## src/rtl/tpu_tile_scheduler.sv

```systemverilog
// -----------------------------------------------------------------------------
// tpu_tile_scheduler
//
// Sequences one matrix job over a systolic array as a grid of m x n tiles.
// For every tile it requests a weight load, waits for the weights to ripple
// through the array, holds compute for preload + K cycles, then waits for the
// array to report completion. Arithmetic flags, a drain timeout or an abort
// end the job in an error state that reports the cause.
//
// Ports
//   clk, rst_n            clock, asynchronous active-low reset
//   cmd_valid/cmd_ready   job handshake; accepted only while idle
//   cmd_m_tiles/n_tiles   tile grid size (either zero -> empty job)
//   cmd_k_len             compute cycles per tile
//   cmd_accumulate        accumulate mode for the whole job
//   abort                 cancel the running job
//   arr_load_weights      one-cycle weight-load request
//   arr_start_compute     compute-hold level
//   arr_accumulate        accumulate mode, valid only while computing
//   arr_done              array completion pulse
//   arr_overflow/underflow array arithmetic flags
//   tile_m/tile_n         current tile index
//   tile_done/job_done/job_error  one-cycle status pulses
//   err_code              00 none, 01 arithmetic, 10 timeout, 11 abort
//   busy_cycles           saturating count of non-idle cycles of the job
// -----------------------------------------------------------------------------
//
//  state  | meaning
//  -------+-----------------------------------------------------------
//  IDLE   | waiting for a command, cmd_ready high
//  LOADW  | one-cycle weight-load request for the current tile
//  WLOAD  | weights shifting in, ARRAY_SIZE+1 cycles
//  RUN    | compute held high for ARRAY_SIZE+k_len cycles
//  DRAIN  | waiting for arr_done, bounded by TIMEOUT cycles
//  NEXT   | tile finished, advance index or finish the job
//  ERR    | job failed, wait for arithmetic flags to clear
//
module tpu_tile_scheduler #(
    parameter int ARRAY_SIZE = 64,
    parameter int CNT_W      = 16,
    parameter int TIMEOUT    = 4 * ARRAY_SIZE
) (
    input  logic             clk,
    input  logic             rst_n,
    input  logic             cmd_valid,
    output logic             cmd_ready,
    input  logic [CNT_W-1:0] cmd_m_tiles,
    input  logic [CNT_W-1:0] cmd_n_tiles,
    input  logic [CNT_W-1:0] cmd_k_len,
    input  logic             cmd_accumulate,
    input  logic             abort,
    output logic             arr_load_weights,
    output logic             arr_start_compute,
    output logic             arr_accumulate,
    input  logic             arr_done,
    input  logic             arr_overflow,
    input  logic             arr_underflow,
    output logic [CNT_W-1:0] tile_m,
    output logic [CNT_W-1:0] tile_n,
    output logic             tile_done,
    output logic             job_done,
    output logic             job_error,
    output logic [1:0]       err_code,
    output logic [31:0]      busy_cycles
);

    // The RUN timer is one bit wider than the K field so that the longest
    // preload + compute period cannot wrap.
    localparam int TMR_W = CNT_W + 1;
    localparam int DRN_W = (TIMEOUT > 1) ? $clog2(TIMEOUT + 1) : 1;

    localparam logic [TMR_W-1:0] TMR_ONE  = TMR_W'(1);
    localparam logic [TMR_W-1:0] WLOAD_LD = TMR_W'(ARRAY_SIZE);
    localparam logic [DRN_W-1:0] DRN_ONE  = DRN_W'(1);
    localparam logic [DRN_W-1:0] DRAIN_LD = DRN_W'(TIMEOUT - 1);
    localparam logic [CNT_W-1:0] CNT_ONE  = CNT_W'(1);

    localparam logic [1:0] ERR_NONE  = 2'b00;
    localparam logic [1:0] ERR_ARITH = 2'b01;
    localparam logic [1:0] ERR_TMO   = 2'b10;
    localparam logic [1:0] ERR_ABORT = 2'b11;

    typedef enum logic [2:0] {
        S_IDLE,
        S_LOADW,
        S_WLOAD,
        S_RUN,
        S_DRAIN,
        S_NEXT,
        S_ERR
    } state_t;

    state_t            state_q, state_d;
    logic [1:0]        err_cause_d;

    logic [CNT_W-1:0]  m_tiles_q;
    logic [CNT_W-1:0]  n_tiles_q;
    logic [CNT_W-1:0]  k_len_q;
    logic              acc_q;
    logic [CNT_W-1:0]  tile_m_q;
    logic [CNT_W-1:0]  tile_n_q;
    logic [TMR_W-1:0]  timer_q;
    logic [DRN_W-1:0]  drain_q;
    logic [1:0]        err_code_q;
    logic              err_pulse_q;
    logic              zero_done_q;
    logic [31:0]       busy_q;

    logic              accept;
    logic              cmd_zero;
    logic              arith;
    logic              timer_tc;
    logic              drain_tc;
    logic              last_n;
    logic              last_tile;
    logic              next_ok;
    logic              err_entry;
    logic [TMR_W-1:0]  run_ld;

    assign accept    = cmd_valid && (state_q == S_IDLE);
    assign cmd_zero  = (cmd_m_tiles == '0) || (cmd_n_tiles == '0);
    assign arith     = arr_overflow | arr_underflow;
    assign timer_tc  = (timer_q == '0);
    assign drain_tc  = (drain_q == '0);
    assign last_n    = (tile_n_q == (n_tiles_q - CNT_ONE));
    assign last_tile = last_n && (tile_m_q == (m_tiles_q - CNT_ONE));
    // An abort seen in NEXT wins over the tile/job completion.
    assign next_ok   = (state_q == S_NEXT) && !abort;
    assign err_entry = (state_q != S_ERR) && (state_d == S_ERR);
    assign run_ld    = WLOAD_LD + {1'b0, k_len_q} - TMR_ONE;

    // ------------------------------------------------------------------
    // Next-state logic. The per-state transitions are resolved first, then
    // arithmetic and abort override them so the error priority falls out
    // of statement order: abort > arithmetic > timeout > arr_done.
    // ------------------------------------------------------------------
    always_comb begin
        state_d     = state_q;
        err_cause_d = ERR_NONE;

        case (state_q)
            S_IDLE: begin
                if (accept && !cmd_zero) begin
                    state_d = S_LOADW;
                end
            end
            S_LOADW: begin
                state_d = S_WLOAD;
            end
            S_WLOAD: begin
                if (timer_tc) begin
                    state_d = S_RUN;
                end
            end
            S_RUN: begin
                if (timer_tc) begin
                    state_d = S_DRAIN;
                end
            end
            S_DRAIN: begin
                if (drain_tc) begin
                    state_d     = S_ERR;
                    err_cause_d = ERR_TMO;
                end else if (arr_done) begin
                    state_d = S_NEXT;
                end
            end
            S_NEXT: begin
                state_d = last_tile ? S_IDLE : S_LOADW;
            end
            S_ERR: begin
                if (!arith) begin
                    state_d = S_IDLE;
                end
            end
            default: begin
                state_d = S_IDLE;
            end
        endcase

        if (((state_q == S_RUN) || (state_q == S_DRAIN)) && arith) begin
            state_d     = S_ERR;
            err_cause_d = ERR_ARITH;
        end

        // Abort is ignored while idle and has nothing to add once in ERR.
        if ((state_q != S_IDLE) && (state_q != S_ERR) && abort) begin
            state_d     = S_ERR;
            err_cause_d = ERR_ABORT;
        end
    end

    always_ff @(posedge clk or negedge rst_n) begin
        if (!rst_n) begin
            state_q <= S_IDLE;
        end else begin
            state_q <= state_d;
        end
    end

    // ------------------------------------------------------------------
    // Command capture and tile index
    // ------------------------------------------------------------------
    always_ff @(posedge clk or negedge rst_n) begin
        if (!rst_n) begin
            m_tiles_q <= '0;
            n_tiles_q <= '0;
            k_len_q   <= '0;
            acc_q     <= 1'b0;
            tile_m_q  <= '0;
            tile_n_q  <= '0;
        end else if (accept) begin
            m_tiles_q <= cmd_m_tiles;
            n_tiles_q <= cmd_n_tiles;
            k_len_q   <= cmd_k_len;
            acc_q     <= cmd_accumulate;
            tile_m_q  <= '0;
            tile_n_q  <= '0;
        end else if (next_ok && !last_tile) begin
            if (last_n) begin
                tile_n_q <= '0;
                tile_m_q <= tile_m_q + CNT_ONE;
            end else begin
                tile_n_q <= tile_n_q + CNT_ONE;
            end
        end
    end

    // ------------------------------------------------------------------
    // Phase timers: down-counters loaded one cycle before the timed state
    // and left there when they reach their terminal count.
    // ------------------------------------------------------------------
    always_ff @(posedge clk or negedge rst_n) begin
        if (!rst_n) begin
            timer_q <= '0;
            drain_q <= '0;
        end else begin
            case (state_q)
                S_LOADW: begin
                    timer_q <= WLOAD_LD;
                end
                S_WLOAD: begin
                    timer_q <= timer_tc ? run_ld : (timer_q - TMR_ONE);
                end
                S_RUN: begin
                    drain_q <= DRAIN_LD;
                    if (!timer_tc) begin
                        timer_q <= timer_q - TMR_ONE;
                    end
                end
                S_DRAIN: begin
                    if (!drain_tc) begin
                        drain_q <= drain_q - DRN_ONE;
                    end
                end
                default: begin
                    timer_q <= timer_q;
                end
            endcase
        end
    end

    // ------------------------------------------------------------------
    // Status: error code, pulses, busy counter
    // ------------------------------------------------------------------
    always_ff @(posedge clk or negedge rst_n) begin
        if (!rst_n) begin
            err_code_q  <= ERR_NONE;
            err_pulse_q <= 1'b0;
            zero_done_q <= 1'b0;
            busy_q      <= '0;
        end else begin
            err_pulse_q <= err_entry;
            zero_done_q <= accept && cmd_zero;

            if (accept) begin
                err_code_q <= ERR_NONE;
            end else if (err_entry) begin
                err_code_q <= err_cause_d;
            end

            if (accept) begin
                busy_q <= '0;
            end else if ((state_q != S_IDLE) && (busy_q != '1)) begin
                busy_q <= busy_q + 32'd1;
            end
        end
    end

    assign cmd_ready         = (state_q == S_IDLE);
    assign arr_load_weights  = (state_q == S_LOADW);
    assign arr_start_compute = (state_q == S_RUN);
    assign arr_accumulate    = (state_q == S_RUN) && acc_q;
    assign tile_m            = tile_m_q;
    assign tile_n            = tile_n_q;
    assign tile_done         = next_ok;
    // An empty job completes from IDLE; it can never overlap a NEXT pulse
    // or the ERR entry pulse.
    assign job_done          = (next_ok && last_tile) || zero_done_q;
    assign job_error         = err_pulse_q;
    assign err_code          = err_code_q;
    assign busy_cycles       = busy_q;

endmodule

```

## config.mk

```make
export PLATFORM = sky130hd
export DESIGN_NAME = tpu_tile_scheduler
export DESIGN_NICKNAME = d
export VERILOG_FILES = /design/src/rtl/tpu_tile_scheduler.sv
export SDC_FILE = /design/constraint.sdc
export NUM_CORES = 1
export LEC_CHECK = 0
export ABC_AREA = 1
export CAP_MARGIN = 20
export CORE_ASPECT_RATIO = 0.6
export CORE_MARGIN = 2
export CORE_UTILIZATION = 50
export CTS_CLUSTER_DIAMETER = 50
export DETAILED_ROUTE_END_ITERATION = 16
export DONT_BUFFER_PORTS = 1
export PLACE_DENSITY_LB_ADDON = 0.05
export RECOVER_POWER = 100
export SYNTH_ARGS = -nofsm -noshare
export SYNTH_HDL_FRONTEND = slang
export SYNTH_SLANG_ARGS = --single-unit
```

## constraint.sdc

```tcl
create_clock -name clk -period 4.2 [get_ports clk]
set_input_delay 0.84 -clock clk [delete_from_list [all_inputs] [get_ports clk]]
set_output_delay 0.84 -clock clk [all_outputs]
set_load 0.005 [all_outputs]
```

==> results of run 1 <==
[synth_stat cells, drive strengths merged, types with 14 or more instances]
cell / count
dfrtp: 146
xnor2: 26
buf: 15
clkbuf: 17
inv: 174
o21ai: 90
nand2: 454
xor2: 53
o31ai: 14
a21oi: 27
nor3: 42
nand3: 101
nor2: 181
nand4: 32
nor4: 18
[cells in the final DEF (no fill, tap or decap), types with 3 or more instances in the layout]
| cell | n |
|---|---|
| bufinv_16 | 5 |
| nand2_1 | 444 |
| o21ai_0 | 87 |
| nand3_1 | 82 |
| nand3b_1 | 5 |
| dfrtp_1 | 146 |
| clkbuf_8 | 3 |
| a21oi_1 | 27 |
| nor2_1 | 165 |
| inv_2 | 4 |
| o31ai_1 | 14 |
| nor3_1 | 41 |
| or2_2 | 3 |
| xor2_1 | 53 |
| ha_1 | 8 |
| nor2_4 | 6 |
| nand2_2 | 9 |
| nand4_1 | 32 |
| nor4_1 | 18 |
| nand3_2 | 17 |
| clkbuf_16 | 17 |
| a31oi_1 | 6 |
| nor2_2 | 9 |
| inv_1 | 169 |
| xnor2_1 | 26 |
[state kept, by name (all words and copies together) (netlist names), 3 cells and up]
name / flops
busy_cycles: 32
timer_q: 17
k_len_q: 16
m_tiles_q: 16
n_tiles_q: 16
tile_m: 16
tile_n: 16
drain_q: 9
state_q: 3
[path summary, 6_finish.rpt]
check                      cells past startpoint          from             end
max                                           14  n_tiles_q[0]        job_done
min                                            0         rst_n       tile_n[2]
max reg2reg                                    9    state_q[1]       tile_n[2]
min reg2reg                                    1    drain_q[3]      drain_q[3]
max in group asynchronous                      0         rst_n  busy_cycles[0]
min in group clk                               1    drain_q[3]      drain_q[3]
[per-layer routing]
metal | vias to the layer above | global-route usage [%]
li1 | 4563 | -
met3 | 19 | 6.40
met1 | 4175 | 42.6
met2 | 293 | 38.0
met5 | - | 0
met4 | 0 | 6.03
[kinds of logic after synthesis]
family / after synthesis / synth area share [%]
AO/OA/AOI/OAI: 150 / 8.97
XOR/XNOR: 79 / 7.01
flip-flops: 146 / 37.0
adder cells (fa/ha/maj): 8 / 1.01
AND/OR/NAND/NOR: 839 / 37.8
buffers and inverters: 206 / 8.26
[layout make-up]
type,count,area [sq um]
clock inverters,11,200
fillers,1852,8480
multi-input cells,1076,5370
clock buffers,20,467
flip-flops and latches,146,3650
well taps,266,333
repair buffers,5,25.0
inverters,174,654
[worst max-delay path, stage by stage (launching register included)]
cell and delay [ns]:
dfrtp_1 0.38, inv_1 0.17, ha_1 0.28, nand2_2 0.13, nor2_2 0.12, nand2_1 0.07, nand2_1 0.09, nand2_1 0.05
nand2_1 0.05, nand2_1 0.08, nor2_4 0.10, nand3_4 0.08, nor2_1 0.39, nand2_2 0.13, o21bai_1 0.22
[per-stage QoR]
stage,hold WS (ns),setup slack (ns),power [mW],cells
finish,0.0983,0.587,7.14,1698
global route,0.0780,0.325,7.73,1698
CTS,0.0836,0.789,7.18,1698
detailed placement,0.493,1.28,5.40,1667
global placement,0.486,1.32,5.38,1667
floorplan,0.458,1.56,4.67,1428
[power by group through the flow]
stage / sequential, mW / combinational (mW) / clock, mW
global route: 2.57 / 3.32 / 1.84
finish: 2.49 / 2.90 / 1.75
floorplan: 2.33 / 2.35 / 0
detailed placement: 2.50 / 2.90 / 0
CTS: 2.48 / 2.92 / 1.77
global placement: 2.50 / 2.88 / 0
==> flow_summary.json, run 1 <==
{
  "htreeDepth": 4,
  "io_buffers": 0,
  "clk_path_buf_depth": 2,
  "hold_viol_final": 0,
  "dr_wl_met2_um": 11000,
  "ir_drop_uv": 333,
  "wl_met3_um": 2080,
  "first_iter_violations": 682,
  "worstSetupPathType": "flip-flop to output pin",
  "leakagePower_nw": 4.97,
  "maxCapViolCount": 0,
  "drv_slew": 0,
  "pwr_density_cell_nw_per_um2": 667,
  "maxSlewHeadroom_pct": 8.45,
  "core_sq_um": 19200,
  "syn_avg_cell_area_sq_um": 6.92,
  "swShare_pct": 44.5,
  "wl_per_cell_um": 16.1,
  "synth.area.top_cells": "dfrtp_1 37%, nand2_1 17%, inv_1 6.4%",
  "synth_top_area_share_pct": 37.0,
  "worstPathArrival_ns": 2.77,
  "grt_pass1_vias": 8450,
  "p_clk_share_pct": 24.5,
  "globalplace.congestion": 0.924,
  "cts_tree": "built",
  "post_dp_cell_area_sq_um": 10100,
  "max_freq_mhz": 277,
  "cts_root_buf": "clkbuf_16",
  "tns_ns": 0,
  "groute.usage.overall_pct": 27.3,
  "rows": 39,
  "crit_path_end_kind": "output pin",
  "insertion_delay_ns": 0.44,
  "drc": 0,
  "highest_layer": "met4",
  "fin_area_sq_um": 10700,
  "ys_ff_latch": 146,
  "synth-main-ff-cell": "dfrtp_1",
  "die_w_um": 185,
  "viasPerCell": 5.33,
  "insertedDiodeCount": 0,
  "wl_met1_um": 14000,
  "vias": 9050,
  "setup_viol": 0,
  "synth.largest_area_cell": "dfrtp_1",
  "netlist_area_sq_um": 9880,
  "rsz0062_at_grt": "no",
  "dieArea_sq_um": 20900,
  "cp_max_fo": 6,
  "fin_crit_sh_pct": 86.0,
  "power_frac_seq_pct": 34.9,
  "start_util_pct": 51.5,
  "yosysWarnings": 0,
  "p_switching_mw": 3.17,
  "ioPinCount": 129,
  "hold_path_class": "primary input to async pin",
  "synth_edf_count": 0,
  "grt_pass1_wl_um": 45000,
  "drtAntennaViolNets": 0,
  "ff2ff_setup_slack_ns": 0.68,
  "power.share.combinational_pct": 40.7,
  "fp.dieH_um": 113,
  "final_core_util_pct": 55.8,
  "clock_skew_ns": 0.0114,
  "cp_data_required_time_ns": 3.36,
  "cts_hold_buf": 0,
  "gr-total-overflow": 0,
  "drive_gt1_share_pct": 6.42,
  "hpwl_um": 20200,
  "p_int_mw": 3.96,
  "async_reset_ff_share_pct": 100,
  "netlist_instances": 1428,
  "numClockSinks": 146,
  "clkSlewWorstSetupHoldPaths_ns": 0.06,
  "wirelength_um": 27300,
  "nNetsFinal": 1484,
  "drt-pass1-iter-count": 5,
  "synth_cell_types": 47,
  "syn_nets": 1492,
  "antenna_found_initial": 0,
  "yosysSeqAreaShare_pct": 37.0,
  "outcome": "complete, no violations",
  "grt_max_degree": 147,
  "cts_made_buffers": 17,
  "crit_path_start_kind": "flip-flop",
  "cts_setup_buffers": 0,
  "cts_resized": 0,
  "syn2layout_area_growth_pct": 8.32,
  "finalCriticalPeriod_ns": 3.61,
  "worst_pin_slew_ns": 1.37
}
Note: power is estimated with default switching activity, not from simulation.
==> inputs of run 2 (changes only) <==
--- a/config.mk
+++ b/config.mk
@@ -8,7 +8,7 @@
 export ABC_AREA = 1
 export CAP_MARGIN = 20
 export CORE_ASPECT_RATIO = 0.6
-export CORE_MARGIN = 2
+export CORE_MARGIN = 5
 export CORE_UTILIZATION = 50
 export CTS_CLUSTER_DIAMETER = 50
 export DETAILED_ROUTE_END_ITERATION = 16
==> run 2 against run 1 <==
Net effect: count of clock-buffer cells in the layout increased by 3; sequential share of layout area is 0.32 points higher; register-to-register slack better by 0.13 ns; routed wire length rose by 0.92%; maximum frequency increased by 1.1%; critical path depth fell by 2; global-route usage is 2.9 points lower; utilization decreased by 0.66 points.
==> flow_summary.json, run 2 (synthesis results as in run 1) <==
{
  "wirelength_um": 27600,
  "dieArea_sq_um": 22800,
  "crit_path_end_kind": "output pin",
  "nFillCells": 1980,
  "insertion_delay_ns": 0.43,
  "clkSlewWorstSetupHoldPaths_ns": 0.07,
  "finalCriticalPeriod_ns": 3.57,
  "outcome": "complete, no violations",
  "crit_slowest_cell": "dfrtp_1",
  "path_cells": "inv_1 > ha_1 > nand3_4 > nor2_4 > nand3_1 > nand2_1 > nand3_1 > nor2_1 > nand2_1 > nor2_1 > nand2_2 > o21bai_1",
  "vias": 9080,
  "worst_pin_slew_ns": 1.02,
  "htreeDepth": 4,
  "worstSetupPathType": "flip-flop to output pin",
  "hold_path_class": "primary input to async pin",
  "setup_viol": 0,
  "nNetsFinal": 1484,
  "final_cell_mix": "446 x nand2_1, 168 x inv_1, 166 x nor2_1, 146 x dfrtp_1, 82 x nand3_1",
  "worstPathArrival_ns": 2.73,
  "maxSlewHeadroom_pct": 32.0,
  "ff_latch_area_sq_um": 3650,
  "max_stage_delay_ns": 0.38,
  "viasPerCell": 5.34,
  "pwr_density_cell_nw_per_um2": 645,
  "clk_path_buf_depth": 2,
  "gr-total-overflow": 0,
  "start_util_pct": 51.4,
  "wl_per_cell_um": 16.2,
  "drive_gt1_share_pct": 6.70,
  "io_buffers": 0,
  "hold_viol_final": 0,
  "first_iter_violations": 654,
  "fin_crit_sh_pct": 85.1,
  "dp_slack_ns": 1.28,
  "multiInputGateArea_sq_um": 5380,
  "core_sq_um": 19200,
  "cts_hold_buf": 0,
  "cp_data_required_time_ns": 3.36,
  "cts_made_buffers": 17,
  "fp.dieH_um": 119,
  "grt_max_degree": 147,
  "hpwl_um": 20500,
  "rsz0062_at_grt": "no",
  "drv_slew": 0,
  "die_w_um": 191,
  "ioPinCount": 129,
  "maxCapViolCount": 0,
  "rows": 39,
  "grt_pass1_vias": 8484,
  "antenna_found_initial": 0,
  "largest_reg_flops": 32,
  "globalplace.congestion": 0.901,
  "numClockSinks": 146,
  "crit_path_start_kind": "flip-flop",
  "syn2layout_area_growth_pct": 7.32,
  "cts_tree": "built",
  "drc": 0,
  "leakagePower_nw": 4.92,
  "ir_drop_uv": 317,
  "cts_root_buf": "clkbuf_16",
  "drt-pass1-iter-count": 8,
  "clock_skew_ns": 0.00940,
  "insertedDiodeCount": 0,
  "drtAntennaViolNets": 0,
  "max_freq_mhz": 280,
  "mostFrequentLayoutCell": "nand2_1",
  "cts_resized": 0,
  "groute.usage.overall_pct": 24.5,
  "cts_setup_buffers": 0,
  "tns_ns": 0,
  "timing.final.ws_setup_ns": 0.627,
  "grt_pass1_wl_um": 45000,
  "cp_max_fo": 8
}
[run 2: changes by cell type in the layout (fill, tap and decap cells not counted), moves of 3 or more]
cell	change
clkinv_2	+4
bufinv_16	-5
o21ai_0	-6
o21ai_2	+6
clkinvlp_4	+3
[run 2: worst paths after layout]
check                              from            end  cells past startpoint  slack (ns)
setup / recovery           n_tiles_q[0]       job_done                     12        0.63
hold reg to reg              drain_q[0]     drain_q[0]                      1        0.49
max in group asynchronous         rst_n      tile_m[7]                      0        3.88
hold / removal                    rst_n  m_tiles_q[13]                      0        0.10
min in group clk             drain_q[0]     drain_q[0]                      1        0.49
setup reg to reg           n_tiles_q[0]      tile_n[2]                     16        0.81
[run 2: metrics by stage]
step | cell area, sq um | power [mW] | util [%] | hold slack (ns) | std cells
floorplan | 9880 | 4.67 | - | 0.458 | 1428
global placement | 10100 | 5.36 | 52.5 | 0.481 | 1667
detailed placement | 10100 | 5.41 | 52.5 | 0.490 | 1667
CTS | 10600 | 6.85 | 55.3 | 0.0878 | 1699
global route | 10600 | 7.44 | 55.1 | 0.0781 | 1699
finish | 10600 | 6.83 | 55.1 | 0.103 | 1699
[run 2: power by group]
group,internal (mW),switching (mW)
Clock,0.798,0.628
Combinational,0.992,1.93
Sequential,1.88,0.603
[run 2: final cells by class]
| type | instances | area share [%] |
|---|---|---|
| Inverter | 174 | 6.17 |
| Clock buffer | 23 | 4.51 |
| Clock inverter | 9 | 0.543 |
| Tap cell | 266 | 3.14 |
| Timing Repair Buffer | 5 | 0.449 |
| Sequential cell | 146 | 34.5 |
| Multi-Input combinational cell | 1076 | 50.7 |
[run 2: metal layers]
layer | track usage [%] | up-vias | part of all wire, %
li1 | - | 4576 | -
met1 | 36.9 | 4185 | 49
met2 | 35.2 | 302 | 41
met3 | 7.22 | 17 | 8.5
met4 | 4.48 | 0 | 0.70
met5 | 0 | - | 0
[run 2: worst max-delay path, delay by kind of cell, from the launching register on]
family | cells | cell delay (ns)
fa+ha+maj | 1 | 0.28
flops | 1 | 0.38
buf+inv | 1 | 0.16
compound gates | 1 | 0.22
simple gates | 9 | 1.26
==> inputs of run 3 (changes only) <==
--- a/config.mk
+++ b/config.mk
@@ -5,7 +5,6 @@
 export SDC_FILE = /design/constraint.sdc
 export NUM_CORES = 1
 export LEC_CHECK = 0
-export ABC_AREA = 1
 export CAP_MARGIN = 20
 export CORE_ASPECT_RATIO = 0.6
 export CORE_MARGIN = 5
==> run 3 against run 2 <==
Net effect: total power fell by 6.0%; utilization fell by 0.21 points; the flow now finishes with violations (max-capacitance violations, max-slew violations); combinational power fell by 23%; sequential cell count did not move; count of clock-buffer cells in the layout rose by 4; setup slack got worse by 0.40 ns; clock power rose by 6%; critical endpoint unchanged; area after synthesis fell by 12%; global-route usage fell by 0.79 points; synthesized cell count fell by 27%.
==> flow_summary.json, run 3 <==
{
  "finalCriticalPeriod_ns": 3.97,
  "maxCapViolCount": 1,
  "multiInputGateArea_sq_um": 4670,
  "nFillCells": 1563,
  "synth-main-ff-cell": "dfrtp_1",
  "ff_latch_area_sq_um": 3650,
  "drt-pass1-iter-count": 6,
  "syn_avg_cell_area_sq_um": 8.29,
  "vias": 7507,
  "cts_root_buf": "clkbuf_16",
  "io_buffers": 0,
  "numClockSinks": 146,
  "ir_drop_uv": 300,
  "reg2reg_depth": 11,
  "synth.area.top_cells": "dfrtp_1 42%, nand2_1 8.6%, xnor2_1 5.4%",
  "cts_tree": "built",
  "insertedDiodeCount": 0,
  "hpwl_um": 17000,
  "p_switching_mw": 2.64,
  "hold_path_class": "primary input to async pin",
  "drtAntennaViolNets": 0,
  "place_inst": 1239,
  "hold_viol_final": 0,
  "leakagePower_nw": 3.97,
  "grt_pass1_wl_um": 38600,
  "crit_path_end_kind": "output pin",
  "cp_max_fo": 8,
  "hold_ws_ns": 0.103,
  "synth_cell_types": 70,
  "maxSlewHeadroom_pct": -5.45,
  "p_int_mw": 3.78,
  "wirelength_um": 23800,
  "grt_max_degree": 147,
  "violations": "max-capacitance violations, max-slew violations",
  "yosysWarnings": 0,
  "grt_pass1_vias": 6690,
  "worstSetupPathType": "flip-flop to output pin",
  "final_core_util_pct": 54.9,
  "die_w_um": 180,
  "antenna_found_initial": 0,
  "fin_cells": 1269,
  "ys_ff_latch": 146,
  "syn2layout_area_growth_pct": 7.95,
  "globalplace.congestion": 0.902,
  "fp.dieH_um": 112,
  "htreeDepth": 4,
  "setup_viol": 0,
  "yosysSeqAreaShare_pct": 42.0,
  "drive_gt1_share_pct": 5.02,
  "insertion_delay_ns": 0.43,
  "viasPerCell": 5.92,
  "first_iter_violations": 540,
  "synth_common_cells": "199 x nand2_1, 146 x dfrtp_1, 82 x nor2_1, 71 x o21ai_0, 62 x a21oi_1",
  "groute.usage.overall_pct": 23.7,
  "mostFrequentLayoutCell": "nand2_1",
  "gr-total-overflow": 0,
  "outcome": "complete, but fails checks",
  "largest_reg_flops": 32,
  "yosysMostFrequentCell": "nand2_1",
  "nNetsFinal": 1088,
  "syn_nets": 1112,
  "critPathLaunch": "n_tiles_q[0]",
  "drc": 0,
  "rsz0062_at_grt": "no",
  "synth_edf_count": 0,
  "worst_pin_slew_ns": 1.58,
  "max_freq_mhz": 252,
  "worstPathArrival_ns": 3.13,
  "p_clk_share_pct": 23.4,
  "swShare_pct": 41.1,
  "rows": 37,
  "core_sq_um": 17100,
  "cp_data_required_time_ns": 3.36,
  "netlist_instances": 1048,
  "synth_top_area_share_pct": 42.0,
  "drv_slew": 42,
  "async_reset_ff_share_pct": 100,
  "start_util_pct": 50.9,
  "final_cell_mix": "199 x nand2_1, 146 x dfrtp_1, 82 x nor2_1, 71 x o21ai_0, 62 x a21oi_1",
  "pwr_density_cell_nw_per_um2": 684,
  "tns_ns": 0,
  "netlist_area_sq_um": 8690,
  "wl_per_cell_um": 18.7,
  "crit_path_start_kind": "flip-flop",
  "fin_crit_sh_pct": 94.5,
  "power.share.combinational_pct": 35.2,
  "ioPinCount": 129,
  "synth.largest_area_cell": "dfrtp_1",
  "dieArea_sq_um": 20200,
  "clkSlewWorstSetupHoldPaths_ns": 0.06,
  "power_frac_seq_pct": 41.3,
  "clock_skew_ns": 0.0130,
  "cts_made_buffers": 17,
  "clk_path_buf_depth": 2,
  "cts_setup_buffers": 0,
  "rr_startpoint": "n_tiles_q[0]"
}
## run 3: cell families after synthesis
| kind of cell | Yosys count | synth area share (%) |
|---|---|---|
| DFF | 146 | 42.0 |
| and+or+nand+nor | 519 | 29.8 |
| buffers and inverters | 85 | 4.19 |
| adders and majority gates | 8 | 1.15 |
| muxes | 6 | 0.705 |
| xor gates and xnor gates | 80 | 8.06 |
| AOI/OAI and AO/OA | 204 | 14.1 |
## run 3: power groups by stage
stage          combinational (mW)  sequential [mW]  clock (mW)
4_1_cts                      2.25             2.65        1.54
3_5_place_dp                 2.23             2.66           0
5_1_grt                      2.57             2.76        1.60
2_1_floorplan                1.92             2.38           0
6_report                     2.26             2.65        1.51
3_3_place_gp                 2.20             2.67           0
## run 3: metal layers
metal	vias to the layer above	track usage (%)	share of wire (%)
li1	3665	-	-
met1	3557	39.3	53
met2	263	29.1	38
met3	22	6.61	7.9
met4	0	6.45	1.3
met5	-	0	0
## run 3: worst max-delay path, stage by stage (launching register included)
cell	delay, ns
dfrtp_1	0.43
inv_1	0.10
ha_1	0.33
or4b_4	0.58
nor4b_4	0.29
xnor2_1	0.11
o311a_4	0.35
nor3_1	0.13
and4_1	0.23
a21o_1	0.16
## run 3: area by class of cell
| class | count | share of cell area [%] |
|---|---|---|
| multi-input combinational | 817 | 49.8 |
| timing repair buffer | 9 | 0.667 |
| tap | 234 | 3.12 |
| clock buffer | 27 | 5.68 |
| inverter | 33 | 1.32 |
| clock inverter | 3 | 0.467 |
| sequential | 146 | 38.9 |
## run 3: path summary, 6_finish.rpt
path	endpoint	slack [ns]
max	job_done	0.23
min	busy_cycles[4]	0.10
max reg2reg	tile_n[13]	0.35
min reg2reg	acc_q	0.47
max in group asynchronous	tile_m[14]	3.86
min in group clk	acc_q	0.47
## run 3: what timing repair did
action                     CTS  global route
setup endpoints to repair    0             1
hold buffers                 0             0
resized for setup            0             1
## run 3: through the flow
stage               setup WS (ns)  total power [mW]  instance area, sq um
floorplan                   0.684              4.30                  8690
global placement            0.669              4.87                  8830
detailed placement          0.559              4.89                  8830
CTS                        0.0813              6.44                  9410
global route              0.00678              6.93                  9380
finish                      0.230              6.42                  9380
